**config.mk**
```make
export PLATFORM = sky130hd
export DESIGN_NAME = hazard_ctrl_mc
export DESIGN_NICKNAME = d
export VERILOG_FILES = /design/src/rtl/hazard_pkg.sv /design/src/rtl/hazard_mc_fsm.sv /design/src/rtl/hazard_ctrl_mc.sv
export SDC_FILE = /design/constraint.sdc
export NUM_CORES = 1
export LEC_CHECK = 0
export ABC_AREA = 1
export CAP_MARGIN = 25
export CORE_MARGIN = 2
export CORE_UTILIZATION = 25
export DETAILED_ROUTE_END_ITERATION = 8
export SETUP_SLACK_MARGIN = 0.3
export SLEW_MARGIN = 20
export SYNTH_ARGS = -nofsm -noshare
export SYNTH_HDL_FRONTEND = slang
export SYNTH_SLANG_ARGS = --single-unit
```
**constraint.sdc**
```tcl
create_clock -name clk -period 3.5 [get_ports clk]
set_input_delay 0.7 -clock clk [delete_from_list [all_inputs] [get_ports clk]]
set_output_delay 0.7 -clock clk [all_outputs]
set_load 0.01 [all_outputs]
```
**src/rtl/hazard_pkg.sv**
```systemverilog
// Shared encodings and FSM state type for the pipeline hazard controller.
package hazard_pkg;

    localparam logic [1:0] FWD_REG = 2'b00;
    localparam logic [1:0] FWD_W   = 2'b01;
    localparam logic [1:0] FWD_M   = 2'b10;

    localparam int MC_CNT_W = 3;

    typedef enum logic [1:0] {
        IDLE = 2'd0,
        BUSY = 2'd1,
        DONE = 2'd2
    } mc_state_t;

endpackage

```
**src/rtl/hazard_mc_fsm.sv**
```systemverilog
// Multi-cycle execute sequencer: holds a mul/div op in E for MC_LAT cycles,
// freezing its progress while the data memory stalls the whole pipeline.
module hazard_mc_fsm
    import hazard_pkg::*;
#(
    parameter int MC_LAT = 4
) (
    input  logic clk,
    input  logic rst,
    input  logic mc_start,
    input  logic freeze,
    output logic mc_stall,
    output logic mc_busy
);

    localparam logic [MC_CNT_W-1:0] MC_LOAD = MC_CNT_W'(MC_LAT - 2);
    localparam mc_state_t START_NEXT = (MC_LAT == 2) ? DONE : BUSY;

    mc_state_t           stateReg;
    mc_state_t           stateNext;
    logic [MC_CNT_W-1:0] cntReg;
    logic [MC_CNT_W-1:0] cntNext;

    always_ff @(posedge clk) begin
        if (rst) begin
            stateReg <= IDLE;
            cntReg   <= '0;
        end else begin
            stateReg <= stateNext;
            cntReg   <= cntNext;
        end
    end

    always_comb begin
        stateNext = stateReg;
        cntNext   = cntReg;
        mc_stall  = 1'b0;
        case (stateReg)
            IDLE: begin
                if (mc_start) begin
                    mc_stall = 1'b1;
                    if (!freeze) begin
                        cntNext   = MC_LOAD;
                        stateNext = START_NEXT;
                    end
                end
            end
            BUSY: begin
                mc_stall = 1'b1;
                if (!freeze) begin
                    cntNext = cntReg - 1'b1;
                    if (cntReg <= MC_CNT_W'(1)) begin
                        stateNext = DONE;
                    end
                end
            end
            // The op leaves E this cycle; its still-high start must not retrigger.
            DONE: begin
                if (!freeze) begin
                    stateNext = IDLE;
                end
            end
            default: begin
                stateNext = IDLE;
                cntNext   = '0;
            end
        endcase
    end

    assign mc_busy = !rst && (stateReg != IDLE);

endmodule

```
**src/rtl/hazard_ctrl_mc.sv**
```systemverilog
// Five-stage pipeline hazard controller: operand forwarding, load-use,
// multi-cycle execute, memory wait and branch flush, plus perf counters.
module hazard_ctrl_mc
    import hazard_pkg::*;
#(
    parameter int REG_ADDR_W = 5,
    parameter int MC_LAT     = 4,
    parameter int CNT_W      = 16
) (
    input  logic                  clk,
    input  logic                  rst,
    input  logic [REG_ADDR_W-1:0] rs1_d,
    input  logic [REG_ADDR_W-1:0] rs2_d,
    input  logic [REG_ADDR_W-1:0] rs1_e,
    input  logic [REG_ADDR_W-1:0] rs2_e,
    input  logic [REG_ADDR_W-1:0] rd_e,
    input  logic [REG_ADDR_W-1:0] rd_m,
    input  logic [REG_ADDR_W-1:0] rd_w,
    input  logic                  regwrite_m,
    input  logic                  regwrite_w,
    input  logic                  load_e,
    input  logic                  mc_start_e,
    input  logic                  pcsrc_e,
    input  logic                  dmem_wait_m,
    output logic [1:0]            forward_a_e,
    output logic [1:0]            forward_b_e,
    output logic                  stall_f,
    output logic                  stall_d,
    output logic                  stall_e,
    output logic                  stall_m,
    output logic                  flush_d,
    output logic                  flush_e,
    output logic                  flush_m,
    output logic                  flush_w,
    output logic                  mc_busy,
    output logic [CNT_W-1:0]      stall_cnt,
    output logic [CNT_W-1:0]      flush_cnt
);

    logic [REG_ADDR_W-1:0] rsE [2];
    logic [1:0]            fwdSel [2];
    logic                  cntEvent [2];
    logic [CNT_W-1:0]      perfCnt [2];
    logic                  mcStall;
    logic                  loadUse;

    assign rsE[0] = rs1_e;
    assign rsE[1] = rs2_e;

    genvar gi;
    generate
        for (gi = 0; gi < 2; gi++) begin : g_fwd
            logic [1:0] sel;
            always_comb begin
                sel = FWD_REG;
                if (rst || rsE[gi] == '0) begin
                    sel = FWD_REG;
                end else if (regwrite_m && rsE[gi] == rd_m) begin
                    sel = FWD_M;
                end else if (regwrite_w && rsE[gi] == rd_w) begin
                    sel = FWD_W;
                end
            end
            assign fwdSel[gi] = sel;
        end
    endgenerate

    assign forward_a_e = fwdSel[0];
    assign forward_b_e = fwdSel[1];

    assign loadUse = load_e && (rd_e != '0) && ((rd_e == rs1_d) || (rd_e == rs2_d));

    hazard_mc_fsm #(
        .MC_LAT (MC_LAT)
    ) u_mc_fsm (
        .clk      (clk),
        .rst      (rst),
        .mc_start (mc_start_e),
        .freeze   (dmem_wait_m),
        .mc_stall (mcStall),
        .mc_busy  (mc_busy)
    );

    // A held E stage keeps a pending branch alive, so the memory wait may
    // safely swallow it and let it act once the wait clears.
    always_comb begin
        stall_f = 1'b0;
        stall_d = 1'b0;
        stall_e = 1'b0;
        stall_m = 1'b0;
        flush_d = 1'b0;
        flush_e = 1'b0;
        flush_m = 1'b0;
        flush_w = 1'b0;
        if (rst) begin
            stall_f = 1'b0;
        end else if (dmem_wait_m) begin
            stall_f = 1'b1;
            stall_d = 1'b1;
            stall_e = 1'b1;
            stall_m = 1'b1;
            flush_w = 1'b1;
        end else if (mcStall) begin
            stall_f = 1'b1;
            stall_d = 1'b1;
            stall_e = 1'b1;
            flush_m = 1'b1;
        end else if (pcsrc_e) begin
            flush_d = 1'b1;
            flush_e = 1'b1;
        end else if (loadUse) begin
            stall_f = 1'b1;
            stall_d = 1'b1;
            flush_e = 1'b1;
        end
    end

    assign cntEvent[0] = stall_f;
    assign cntEvent[1] = flush_d;

    generate
        for (gi = 0; gi < 2; gi++) begin : g_perf
            logic [CNT_W-1:0] cntReg;
            always_ff @(posedge clk) begin
                if (rst) begin
                    cntReg <= '0;
                end else if (cntEvent[gi] && (cntReg != {CNT_W{1'b1}})) begin
                    cntReg <= cntReg + 1'b1;
                end
            end
            assign perfCnt[gi] = cntReg;
        end
    endgenerate

    assign stall_cnt = perfCnt[0];
    assign flush_cnt = perfCnt[1];

endmodule

```
### After elaboration in Yosys (flattened, before gate mapping)

Index checks and enable logic that the tools add are counted.
W data, S select, Z words.

| operators by class | value |
|---|---|
| $add $sub $neg | 3 |
| order comparisons | 1 |
| equality and inequality tests | 15 |
| muxes and demuxes | 38 |
| bitwise logic cells | 1 |
| reductions and logical operators | 20 |

Operators by type and width:

| cell | number |
|---|---|
| $add A16 B1 Y16 const B | 2 |
| $ne A16 B16 Y1 const B | 2 |
| $eq A5 B5 Y1 | 6 |
| $mux W1 | 23 |
| $mux W2 | 9 |
| $logic_not A5 Y1 | 2 |
| $logic_and A1 B1 Y1 | 9 |
| $mux W3 | 3 |
| $pmux W3 S3 | 1 |
| $ne A2 B2 Y1 const B | 4 |
| $pmux W2 S3 | 1 |
| $reduce_and A5 Y1 | 1 |
| $reduce_bool A5 Y1 | 1 |
| $reduce_and A4 Y1 | 1 |
| $le A3 B1 Y1 const B | 1 |
| $logic_or A1 B1 Y1 | 3 |
| $sub A3 B1 Y3 const B | 1 |
| $eq A2 B1 Y1 const B | 1 |
| $eq A2 B2 Y1 const B | 1 |
| $logic_not A2 Y1 | 1 |
| $ne A2 B1 Y1 const B | 1 |
| $pmux W1 S2 | 1 |
| $reduce_bool A2 Y1 | 1 |
| $logic_not A1 Y1 | 1 |
| $not A1 Y1 | 1 |

| word-level totals | value |
|---|---|
| flip-flop bits (word level) | 37 |

### Logic depth before layout (Yosys ltp)

| depth | value |
|---|---|
| word-level depth | 9 |
| mapped depth | 14 |

### By module

A second synthesis with hierarchy kept.

| second synthesis, totals | value |
|---|---|
| cells, all modules | 421 |
| area, all modules | 2671.3 um^2 |

By module, submodules not included:

| module | instances | cells an instance | area each (um^2) | sequential area each (um^2) |
|---|---|---|---|---|
| hazard_ctrl_mc | 1 | 370 | 2361.0 | 640.6 |
| hazard_mc_fsm | 1 | 51 | 310.3 | 100.1 |

### Worst setup path after synthesis

Ideal clock, no wire load.

| timing path | value |
|---|---|
| path kind | input to output |
| start point | input rst |
| end point | output stall_f |
| arrival | 1.727 ns |
| required time | 2.800 ns |
| path slack | 1.073 ns |
| stages | 6 |
| cells stage by stage | clkbuf_1 > inv_2 > o21ai_1 > nand2_4 > buf_2 > buf_4 |

| on the way | value |
|---|---|
| word-level cells in the longest chain between the ends | 1 |

RTL lines:

| what | RTL line | text |
|---|---|---|
| start, declared | hazard_ctrl_mc.sv:11 | `input logic rst,` |
| $mux W1 | - |  |
| end, declared | hazard_ctrl_mc.sv:27 | `output logic stall_f,` |

Every way passes these cells.

### Worst setup path after layout

| timing path | value |
|---|---|
| start point | input rd_m[0] |
| end point | output forward_b_e[1] |

| on the way | value |
|---|---|
| word-level cells in the longest chain between the ends | 4 |

RTL lines:

| what | RTL line | text |
|---|---|---|
| start, declared | hazard_ctrl_mc.sv:17 | `input logic [REG_ADDR_W-1:0] rd_m,` |
| $eq A5 B5 Y1 | hazard_ctrl_mc.sv:58 | `end else if (regwrite_m && rsE[gi] == rd_m) begin` |
| $logic_and A1 B1 Y1 | hazard_ctrl_mc.sv:58 |  |
| $mux W2 | hazard_ctrl_mc.sv:58 |  |
| $mux W2 | hazard_ctrl_mc.sv:56 | `if (rst \|\| rsE[gi] == '0) begin` |
| end, declared | hazard_ctrl_mc.sv:26 | `output logic [1:0] forward_b_e,` |

Every way passes these cells.

==> key figures <==
Timing
  – Worst-margin pin slew: 764 ps
  – Final Slew Violations: 0
  – Setup ws final: 446 ps
  – Slew margin rel.: 49.1%
  – RSZ-0062 raised after global routing: yes
  – Final hold violations: 0
  – Final setup TNS: 0 ps
  – Worst-case clock skew: 6.92 ps
  – Crit path time final: 3050 ps
  – Period utilization: 87.3%
  – Max Freq: 327 MHz
  – Final setup vio count: 0

Final layout
  – Fin nets: 546
  – Share of layout cells above drive strength 1: 6.81%
  – Commonest non-fill, non-tap cell in the layout: nand2_1
  – Area Growth Syn to Fin: 41.2%
  – Most frequent cells in the layout: nand2_1 (92), clkdlybuf4s50_1 (80), inv_1 (48), nor2_1 (47), nand3_1 (39)
  – Post-layout utilization of the core: 36.5%
  – Diode count: 0
  – Final Instance Count excl. Fillers: 635

CTS
  – H-tree depth: 2
  – CTS tree: yes
  – Worst-path clk slew: 70 ps
  – Root Driver: clkbuf_8
  – TritonCTS buffer count: 5
  – Longest Clk Path Bufs: 2
  – Worst-Skew Late Latency: 280 ps
  – Clock Sinks: 37
  – Hold Buf Count CTS: 0

Detailed routing
  – DR iter-0 viols: 108
  – Post-route ant nets: 0
  – Routed WL: 7630 um
  – Via-per-instance ratio: 4.65
  – Drt drc: 0
  – Avg WL per Cell: 12.0 um
  – Drt first pass iters: 4
  – Via count: 2955

GRT
  – First-pass GRT wire length: 13100 um
  – GRT Resource Usage Total: 13.6%
  – Vias in the first global route: 2849
  – Pin count of the biggest net entering global routing: 27
  – Grt met2 use: 23.0%
  – Gr busiest metal: met2
  – Met3 Resource Use GR: 2.78%
  – Remaining global-route overflow: 0
  – M1 GR Usage: 17.7%
  – Initial antenna violation count: 0

Setup path
  – Worst reg2reg setup slack: 1170 ps
  – Reg2Reg Depth: 8
  – Crit Path Max Fanout: 3
  – Worst Path Required: 2800 ps
  – Setup CP Type: primary input to primary output
  – Worst R2R Start: stall_cnt[0]
  – Worst setup SP type: primary input
  – RR Endpoint: stall_cnt[15]
  – Crit end category: primary output
  – CP arrival: 2350 ps

Yosys
  – Number of distinct library cells after synthesis: 34
  – Post-Synth Adder-Cell Area: 1.87%
  – Ys Warns: 0
  – FF+latch count, synth: 37
  – Synth async-reset ratio: 0%
  – Top_reg_cell synth: dfxtp_1
  – Post-synth EDFFs: 0
  – Netlist Area Pre-Place: 0.00268 mm2
  – Post-Syn Area per Cell: 6.47 um2
  – Largest family of logic cells by synthesized area: simple AND/OR/NAND/NOR gates
  – Sequential element share of the synthesized area: 27.6%
  – Simple-gate share of the synthesized area: 34.9%
  – Synth Area in Compound Gates: 13.1%
  – Syn_nets: 461
  – Post-synthesis mux area share: 0%
  – Xor/xnor share of the synthesized area: 11.4%
  – Mapped Cells: 414

Power
  – Maximum vdd drop: 0.000166 V
  – Lkg Pwr: 0.00150 uW
  – PwrDens: 247 mW/mm2

Placement
  – GPL Wtd Cong: 0.885
  – PortBufs: 87
  – Cells after DPL: 627
  – Dpl ws: 219 ps
  – DP HPWL: 5850 um

Run status
  – Status: complete, no violations

Die
  – # IOs: 88
  – Std cell rows: 37
  – DIE WIDTH: 108 um
  – Starting density of the core: 25.8%
  – Core Area: 0.0104 mm2
  – DIE AREA: 0.0116 mm2
  – Die height: 108 um

Min path
  – Hold Startpoint: u_mc_fsm.cntReg[0]
  – Min-delay worst type: flip-flop to flip-flop
  – Min-Delay Endpoint: u_mc_fsm.cntReg[0]
  – Hold depth: 2

Run
  – Max Cap Viol: 0
-- flip-flops by register name (all words and copies together), names as in the netlist --
name and flops:
flush_cnt 16, u_mc_fsm.cntReg 3, stall_cnt 16, u_mc_fsm.stateReg 2
-- metrics by stage --
| step | total power [uW] | hold slack (ps) | area [um2] |
|---|---|---|---|
| 4_1_cts | 949 | 488 | 3750 |
| 2_1_floorplan | 543 | 462 | 2680 |
| 6_report | 936 | 490 | 3780 |
| 5_1_grt | 985 | 516 | 3780 |
| 3_5_place_dp | 639 | 477 | 3650 |
| 3_3_place_gp | 636 | 478 | 3650 |
-- worst max-delay path, stage by stage --
cell             delay [ps]
clkdlybuf4s50_1         500
inv_1                    60
nand2_1                  50
o21ai_0                  70
nor2_1                  100
o211ai_1                150
nor4_2                  310
buf_4                   160
inv_1                    30
nor2_1                   70
dlymetal6s2s_1          160
-- cell type report --
class | count | area (um2)
fill | 1119 | 6590
multi-input combinational | 309 | 1660
timing repair buffer | 91 | 918
sequential | 37 | 741
inverter | 55 | 206
tap | 136 | 170
clock buffer | 7 | 86.3
-- how the worst max path moves through the flow --
stage | start | to | slack [ps] | cells past startpoint
after detailed placement | rs1_e[0] | forward_a_e[1] | 220 | 10
final | rd_m[0] | forward_b_e[1] | 450 | 11
after global routing | rd_m[0] | forward_b_e[1] | 190 | 11
after CTS | rs1_e[0] | forward_a_e[1] | 310 | 10
after global placement | rd_m[0] | forward_b_e[1] | 270 | 10
after floorplan | rst | stall_f | 1070 | 6
-- cells by family (layout without fill, tap and decap cells) --
logic type	Yosys count	after routing
flip-flops	37	37
AND/OR/NAND/NOR	212	212
buffers and inverters	68	153
XOR/XNOR	35	35
adder cells (fa/ha/maj)	4	4
AO/OA/AOI/OAI	58	58
-- synthesized netlist by cell type (all sizes together), types with 2 or more instances --
cell,count,share of area [%]
nand3,39,7.3
xor2,27,8.8
o21ai,18,3.4
nand4,6,1.4
nor4,5,1.2
a21oi,33,7.6
nor3,16,3.2
ha,4,1.9
nand2,95,14
inv,55,7.7
xnor2,8,2.6
nor2,47,6.6
clkbuf,5,0.70
o22ai,2,0.47
buf,8,2.7
dfxtp,37,28
o41ai,2,0.65
-- power by group --
group          internal (uW)  leakage (uW)  total (uW)  switching, uW
combinational           96.3       0.00116         197            100
clock                    156     0.0000443         303            147
sequential               428      0.000299         436           7.86
-- what timing repair did --
action                                  CTS  global route
buffers inserted                          0             1
gates resized for setup                   2             8
endpoints found under the hold margin     0             0
pin swaps                                 0             2
endpoints found under the setup margin    2             7
-- routing by layer --
layer	wire (um)	up-vias
met2	3520	95
met5	0	-
met1	3470	1327
met4	87	0
met3	550	11
li1	-	1522
No activity file was read; power rests on OpenSTA's default activity.
